## config.mk

```make
export PLATFORM = sky130hd
export DESIGN_NAME = mips_decode_operand_stage
export DESIGN_NICKNAME = d
export VERILOG_FILES = /design/src/rtl/mips_decode_operand_stage.sv
export SDC_FILE = /design/constraint.sdc
export NUM_CORES = 1
export LEC_CHECK = 0
export BUFFER_PORTS_ARGS = -buffer_cell sky130_fd_sc_hd__buf_2
export CAP_MARGIN = 20
export CORE_ASPECT_RATIO = 0.8
export CORE_MARGIN = 5
export CORE_UTILIZATION = 40
export DETAILED_ROUTE_END_ITERATION = 8
export MAX_ROUTING_LAYER = met4
export PLACE_DENSITY = 0.8
export SYNTH_ARGS = -nofsm -noshare
export SYNTH_HDL_FRONTEND = slang
export SYNTH_SLANG_ARGS = --single-unit
```

## constraint.sdc

```tcl
create_clock -name clk -period 2.6 [get_ports clk]
set_input_delay 0.26 -clock clk [delete_from_list [all_inputs] [get_ports clk]]
set_output_delay 0.26 -clock clk [all_outputs]
set_load 0.005 [all_outputs]
```

## src/rtl/mips_decode_operand_stage.sv

```systemverilog
//============================================================================
// Module      : mips_decode_operand_stage
// Description : Decode-stage operand unit. Drives register file read
//               addresses, resolves operands against in-flight EX/MEM/WB
//               writes, detects load-use hazards and owns the ID/EX register.
// Revision    : 1.0 - initial release
//============================================================================
`timescale 1ns/1ps
`default_nettype none

module mips_decode_operand_stage #(
    parameter int DATA_W = 32,
    parameter int ADDR_W = 5,
    parameter int CNT_W  = 16
) (
    input  logic              clk,
    input  logic              rst_n,
    // IF/ID entry
    input  logic              inValid,
    input  logic [31:0]       inInstr,
    input  logic [DATA_W-1:0] inPc,
    output logic              inReady,
    // register file read ports
    output logic [ADDR_W-1:0] rd1Addr,
    output logic [ADDR_W-1:0] rd2Addr,
    input  logic [DATA_W-1:0] rd1Data,
    input  logic [DATA_W-1:0] rd2Data,
    // in-flight writers
    input  logic [DATA_W-1:0] exResult,
    input  logic [ADDR_W-1:0] memWrAddr,
    input  logic              memWrEnable,
    input  logic              memDataValid,
    input  logic [DATA_W-1:0] memWrData,
    input  logic [ADDR_W-1:0] wrAddr,
    input  logic              wrEnable,
    input  logic [DATA_W-1:0] wrData,
    // execute-stage handshake
    input  logic              exReady,
    input  logic              flush,
    // ID/EX register
    output logic              outValid,
    output logic [DATA_W-1:0] outPc,
    output logic [31:0]       outInstr,
    output logic [DATA_W-1:0] outRsVal,
    output logic [DATA_W-1:0] outRtVal,
    output logic [ADDR_W-1:0] outDest,
    output logic              outWrEnable,
    output logic              outIsLoad,
    output logic [CNT_W-1:0]  stallCount
);

    logic [5:0]                  w_op;
    logic [5:0]                  w_funct;
    logic                        w_uses_rs;
    logic                        w_uses_rt;
    logic                        w_is_load;
    logic                        w_writes;
    logic [ADDR_W-1:0]           w_dest;
    logic [1:0][ADDR_W-1:0]      w_src;
    logic [1:0][DATA_W-1:0]      w_file;
    logic [1:0][DATA_W-1:0]      w_val;
    logic [1:0]                  w_haz;
    logic                        w_hazard;
    logic                        w_load_entry;

    assign w_op    = inInstr[31:26];
    assign w_funct = inInstr[5:0];

    assign rd1Addr = ADDR_W'(inInstr[25:21]);
    assign rd2Addr = ADDR_W'(inInstr[20:16]);

    assign w_src[0]  = rd1Addr;
    assign w_src[1]  = rd2Addr;
    assign w_file[0] = rd1Data;
    assign w_file[1] = rd2Data;

    // Instruction field decode: source usage, destination, write and load flags
    always_comb begin
        w_uses_rs = !(w_op inside {6'h02, 6'h03, 6'h0F});
        w_uses_rt = w_op inside {6'h00, 6'h04, 6'h05, 6'h28, 6'h29, 6'h2B};
        w_is_load = w_op inside {6'h20, 6'h21, 6'h23, 6'h24, 6'h25};
        if (w_op == 6'h00) begin
            w_dest = ADDR_W'(inInstr[15:11]);
        end else if (w_op == 6'h03) begin
            w_dest = ADDR_W'(31);
        end else begin
            w_dest = ADDR_W'(inInstr[20:16]);
        end
        w_writes = ((w_op == 6'h00) && (w_funct != 6'h08))
                 || ((w_op >= 6'h08) && (w_op <= 6'h0F))
                 || w_is_load
                 || (w_op == 6'h03);
        if (w_dest == '0) begin
            w_writes = 1'b0;
        end
    end

    // Operand resolution: youngest in-flight writer wins; the file itself has
    // no write-through, so the WB bypass is the last stop before file data
    always_comb begin
        w_val = w_file;
        w_haz = '0;
        for (int i = 0; i < 2; i++) begin
            if (w_src[i] == '0) begin
                w_val[i] = '0;
            end else if (outValid && outWrEnable && (outDest == w_src[i])) begin
                w_val[i] = exResult;
                w_haz[i] = outIsLoad;
            end else if (memWrEnable && (memWrAddr == w_src[i])) begin
                w_val[i] = memWrData;
                w_haz[i] = !memDataValid;
            end else if (wrEnable && (wrAddr == w_src[i])) begin
                w_val[i] = wrData;
            end
        end
    end

    assign w_hazard     = inValid && ((w_uses_rs && w_haz[0]) || (w_uses_rt && w_haz[1]));
    assign inReady      = exReady && !w_hazard && !flush;
    assign w_load_entry = exReady && inValid && !w_hazard;

    // ID/EX register: flush kills, accepted entry loads, otherwise bubble or hold
    always_ff @(posedge clk or negedge rst_n) begin
        if (!rst_n) begin
            outValid    <= 1'b0;
            outPc       <= '0;
            outInstr    <= '0;
            outRsVal    <= '0;
            outRtVal    <= '0;
            outDest     <= '0;
            outWrEnable <= 1'b0;
            outIsLoad   <= 1'b0;
        end else if (flush) begin
            outValid <= 1'b0;
        end else if (w_load_entry) begin
            outValid    <= 1'b1;
            outPc       <= inPc;
            outInstr    <= inInstr;
            outRsVal    <= w_val[0];
            outRtVal    <= w_val[1];
            outDest     <= w_dest;
            outWrEnable <= w_writes;
            outIsLoad   <= w_is_load;
        end else if (exReady) begin
            outValid <= 1'b0;
        end
    end

    // Saturating count of cycles lost to hazards while execute could accept
    always_ff @(posedge clk or negedge rst_n) begin
        if (!rst_n) begin
            stallCount <= '0;
        end else if (w_hazard && exReady && !flush && (stallCount != {CNT_W{1'b1}})) begin
            stallCount <= stallCount + CNT_W'(1);
        end
    end

endmodule

`default_nettype wire

```

==> impl_metrics.toml, run 1 <==
[timing]
finalCritPeriodShare_pct = 103
setup_tns_ns = -2.05
skew_ns = 0.0134
max_slew_margin_pct = 56.5
hold_viol = 0
rsz0062_at_grt = "true"
layout_setup_ws_ns = -0.0660
worst_slew_pin_slew_ns = 0.653
fmax_mhz = 375
drv_slew = 0
fin_crit_ns = 2.67
hold_ws_ns = 0.0708
setup_viol = 60

[synthesis]
ys_seq_area_share_pct = 45.2
synth-seq-cells = 152
netlist_area_um2 = 8410
synthDistinctLibCells = 44
synth_cells = 822
synth_edf_count = 0
yosysWarnings = 0
synthArstFlopShare_pct = 100
syn_nets = 1065
synth_flop_cell = "dfrtp_1"
synth_area_per_cell_um2 = 10.2

[setup_path]
end_kind = "flop"
crit_type = "reg -> reg"
slowest_delay_ns = 0.42
cp_common_cell = "buf_4"
cp_cell_sequence = "xor2_1 > nor4_2 > nand4_1 > mux2i_2 > buf_4 > o221ai_4 > buf_6 > buf_12 > buf_4 > mux2_2"
start_kind = "flop"
reg2regPathDepth = 10
required_ns = 2.89
cp_slowest_cell = "dfrtp_1"
cp.arrival_ns = 2.96
crit_fanout = 7

[global_route]
grt_pass1_vias = 9182
antenna_found_initial = 3
grt_overflow_total = 0
grt_first_pass_wirelength_um = 51100
grt_use_total_pct = 27.9
grt_start_max_net_pins = 65

[layout]
drive_gt1_share_pct = 50.0
layout_commonest_cell = "buf_2"
stdcell_area_um2 = 12100
layout_common_cells = "403 x buf_2, 152 x dfrtp_1, 84 x nand2_1"
multi_input_area_um2 = 4510
regArea_um2 = 3800
nets = 1481
area_growth_pct = 44.3
fillers = 1766

[clock_tree]
cts_tree = "yes"
cts_buffers = 17
clk_latency_ns = 0.42
cts_num_sinks = 152
h-tree-depth = 4
path_clk_slew_ns = 0.07
clk_path_buf_depth = 2
clockRootBuffer = "clkbuf_16"

[power_and_ir_drop]
power_uw = 7260
p_leak_uw = 0.00591
powerDensity_nw_per_um2 = 598
ir_drop_uv = 353

[floorplanning]
die_area_um2 = 24000
fp.dieH_um = 140
rows = 47
die_w_um = 172
initial_utilization_pct = 40.6
coreArea_um2 = 20700
ios = 405

[placed_design]
numPortBuffers = 404
post_dp_cell_area_um2 = 10900
gp_congestion = 0.900
pre_cts_ws_ns = 0.0294
hpwl_um = 24800

[drt]
post_drt_wl_per_cell_um = 23.3
num_vias = 9128
viasPerCell = 6.00
ant_nets = 0
dr.pass1.iters = 5
routed_wl_um = 35400
drc = 0
drtIter0Drc = 932

[min_path]
hold_path.class = "in -> reg"
holdPathStages = 2

[run_status]
violations = "setup timing"
status = "complete, but fails checks"

[job]
max_cap_viol_count = 0
-- metrics by stage --
stage          utilization (%)  instances
2_1_floorplan                -        822
3_3_place_gp              52.6       1455
3_5_place_dp              52.6       1455
4_1_cts                   55.6       1491
5_1_grt                   58.6       1522
6_report                  58.6       1522
-- cells by family after synthesis --
kind of cell | count (synthesis) | share of synthesized area (%)
AO/OA/AOI/OAI | 284 | 25.1
XOR/XNOR | 44 | 4.58
adder cells (fa/ha/maj) | 1 | 0.149
buffers and inverters | 89 | 4.72
flip-flops | 152 | 45.2
multiplexers | 68 | 9.11
AND/OR/NAND/NOR | 184 | 11.1
-- final timing paths --
| kind | from | end | slack, ns |
|---|---|---|---|
| max | outDest[2] | outInstr[3] | -0.07 |
| min | inPc[26] | outPc[26] | 0.07 |
| max reg2reg | outDest[2] | outInstr[3] | -0.07 |
| min reg2reg | outRsVal[23] | outRsVal[23] | 0.47 |
| max in group asynchronous | rst_n | outInstr[29] | 1.39 |
| min in group asynchronous | rst_n | outInstr[8] | 0.40 |
-- registers in the layout, indices dropped and copies added (netlist names) --
| signal | count |
|---|---|
| outIsLoad | 1 |
| outValid | 1 |
| outRsVal | 32 |
| outDest | 5 |
| outInstr | 32 |
| outRtVal | 32 |
| outWrEnable | 1 |
| stallCount | 16 |
| outPc | 32 |
-- critical path: cells and delay by family (launching register included) --
kind | cells | cell delay [ns]
multiplexers | 2 | 0.56
XOR/XNOR | 1 | 0.17
AND/OR/NAND/NOR | 2 | 0.54
buffers and inverters | 4 | 0.60
AO/OA/AOI/OAI | 1 | 0.25
flip-flops | 1 | 0.42
-- metal layers --
metal | GRT usage, % | part of all wire (%) | wire, µm | vias up
met5 | - | 0 | 0 | -
met4 | 9.55 | 3.0 | 1050 | 0
met3 | 6.66 | 9.5 | 3380 | 88
met2 | 44.4 | 48 | 17000 | 609
met1 | 35.0 | 40 | 14100 | 4460
li1 | - | - | - | 3971
-- power breakdown --
| part | leakage, µW | internal (µW) | total [µW] | switching (µW) |
|---|---|---|---|---|
| registers | 0.00188 | 2750 | 2980 | 224 |
| clock network | 0.000284 | 1360 | 2490 | 1130 |
| logic | 0.00375 | 932 | 1790 | 857 |
| total | 0.00591 | 5050 | 7260 | 2210 |
-- synth_stat cells, types with 2 or more instances --
master	number	area share [%]
mux2i_1	2	0.24
buf_2	20	1.2
nor2_1	10	0.45
nor4_1	2	0.15
xnor2_1	30	3.1
o21ai_0	69	4.1
nor4b_1	2	0.21
o32ai_1	3	0.31
o31ai_1	64	5.7
mux2_2	65	8.7
or4_1	3	0.27
nand3_1	11	0.65
o21ai_1	6	0.36
xor2_1	14	1.5
o22ai_1	7	0.52
and3_1	8	0.60
and2_1	34	2.5
nand3b_1	3	0.27
nand4_1	8	0.60
nand2b_1	3	0.22
nor3_1	3	0.18
nor2b_1	3	0.22
dfrtp_1	152	45
nand2_1	84	3.7
a221oi_1	64	6.7
or3_1	2	0.15
inv_1	2	0.089
clkbuf_1	57	2.5
a2bb2oi_1	64	6.7
buf_4	10	0.89
and4_1	4	0.42
-- cell type report --
| type | instances | area share [%] |
|---|---|---|
| multi-input combinational | 581 | 37.2 |
| sequential | 152 | 31.3 |
| timing repair buffer | 484 | 23.8 |
| clock buffer | 17 | 3.51 |
| tap | 269 | 2.77 |
| clock inverter | 15 | 1.28 |
| inverter | 2 | 0.0619 |
| antenna | 2 | 0.0412 |
-- what timing repair did --
item / in CTS / in global routing
endpoints found under the hold margin: 60 / 0
setup buffers: 3 / 21
setup endpoints to repair: 1 / 101
hold buffers: 1 / 0
gates cloned: 0 / 8
pin swaps: 1 / 7
gates resized for setup: 3 / 55
Power figures use the tool's default switching activity.
==> inputs of run 2 (changes only) <==
==> constraint.sdc (replaced) <==
create_clock -name clk -period 2.6 [get_ports clk]
set_input_delay 0.39 -clock clk [delete_from_list [all_inputs] [get_ports clk]]
set_output_delay 0.39 -clock clk [all_outputs]
set_load 0.005 [all_outputs]
==> impl_metrics.toml, run 2 (synthesized netlist as in run 1, its figures left out) <==
[run_status]
status = "complete, but fails checks"
violations = "setup timing"

[setup_path]
reg2regPathDepth = 10
cp.arrival_ns = 2.44
end_kind = "output port"
slowest_delay_ns = 0.43
required_ns = 2.21
cp_top_family = "simple AND/OR/NAND/NOR gates"
reg2reg_from = "outDest[0]"
cp_slowest_cell = "dfrtp_1"
reg2reg_slack_ns = -0.09
path_buf_inv = 1
cp_cell_sequence = "xor2_1 > nor4_2 > nand4_1 > mux2i_2 > o22ai_2 > a21oi_2 > buf_2"
crit_type = "reg -> out"
r2r_end = "outPc[18]"
start_kind = "flop"
crit_fanout = 4

[floorplanning]
coreArea_um2 = 20700
fp.dieH_um = 140
ios = 405
rows = 47
initial_utilization_pct = 40.6
die_w_um = 172
die_area_um2 = 24000

[min_path]
hold_path.class = "in -> reg"
holdPathStages = 2
hold_path.startpoint = "inInstr[7]"
hold_end = "outInstr[7]"

[timing]
fin_crit_ns = 2.83
max_slew_margin_pct = 59.0
rsz0062_at_grt = "true"
skew_ns = 0.0123
finalCritPeriodShare_pct = 109
drv_slew = 0
layout_setup_ws_ns = -0.228
fmax_mhz = 354
hold_viol = 0
setup_viol = 23
setup_tns_ns = -1.40
worst_slew_pin_slew_ns = 0.615

[layout]
drive_gt1_share_pct = 51.0
stdcell_area_um2 = 12500
nets = 1482
layout_common_cells = "403 x buf_2, 152 x dfrtp_1, 80 x nand2_1"
area_growth_pct = 48.6
fin_util_pct = 60.4
layout_commonest_cell = "buf_2"

[clock_tree]
path_clk_slew_ns = 0.08
clockRootBuffer = "clkbuf_16"
cts_tree = "yes"
cts_buffers = 17
clk_latency_ns = 0.42
cts_num_sinks = 152
h-tree-depth = 4
clk_path_buf_depth = 2

[power_and_ir_drop]
p_leak_uw = 0.00618
ir_drop_uv = 360
power_uw = 7390
powerDensity_nw_per_um2 = 591

[global_route]
grt_use_total_pct = 28.9
grt_overflow_total = 0
grt_first_pass_wirelength_um = 52600
grt_start_max_net_pins = 55
grt_pass1_vias = 9134
antenna_found_initial = 3

[job]
max_cap_viol_count = 0

[placed_design]
numPortBuffers = 404
hpwl_um = 24400
post_dp_cell_area_um2 = 10900
gp_congestion = 0.925

[drt]
dr.pass1.iters = 5
routed_wl_um = 37300
drc = 0
drtIter0Drc = 1003
num_vias = 9226
viasPerCell = 6.05
ant_nets = 0
post_drt_wl_per_cell_um = 24.5
## run 2: worst max-delay path by stage
stage	start	endpoint	depth (start not counted)
detailed placement	inInstr[20]	outPc[11]	9
CTS	outDest[0]	inReady	7
global placement	inInstr[20]	outInstr[8]	9
global route	outDest[3]	inReady	7
finish	outDest[3]	inReady	7
floorplan	inInstr[16]	outInstr[10]	8
## run 2: what timing repair did
item	in CTS	in global routing
hold endpoints to repair	51	0
cloned	5	14
pin swaps	8	4
gates resized for setup	49	59
endpoints found under the setup margin	58	134
hold buffers	1	0
buffers inserted	6	8
## run 2: area by class of cell
type	instances	area (µm²)
inverter	2	7.51
timing repair buffer	485	3100
antenna	3	7.51
fill	1703	8200
sequential	152	3800
clock inverter	14	155
tap	269	337
clock buffer	18	429
multi-input combinational	581	4660
## run 2: through the flow
step / setup slack [ns] / hold slack (ns) / instances
finish: -0.228 / 0.193 / 1524
global route: -0.307 / 0.169 / 1524
floorplan: 0.0938 / 0.0944 / 822
global placement: -0.122 / 0.388 / 1455
detailed placement: -0.305 / 0.385 / 1455
CTS: -0.179 / 0.175 / 1499
## run 2: per-layer routing
layer | part of all wire (%) | global-route usage (%) | routed length, µm
met1 | 39 | 36.7 | 14700
met2 | 49 | 46.6 | 18300
met4 | 2.2 | 8.31 | 812
met3 | 9.4 | 6.41 | 3490
met5 | 0 | - | 0
## run 2: where the power goes
| part | switching (µW) | internal [µW] | total, µW |
|---|---|---|---|
| registers | 237 | 2750 | 2990 |
| clock network | 1130 | 1360 | 2490 |
| logic | 888 | 1020 | 1910 |
| total | 2260 | 5140 | 7390 |
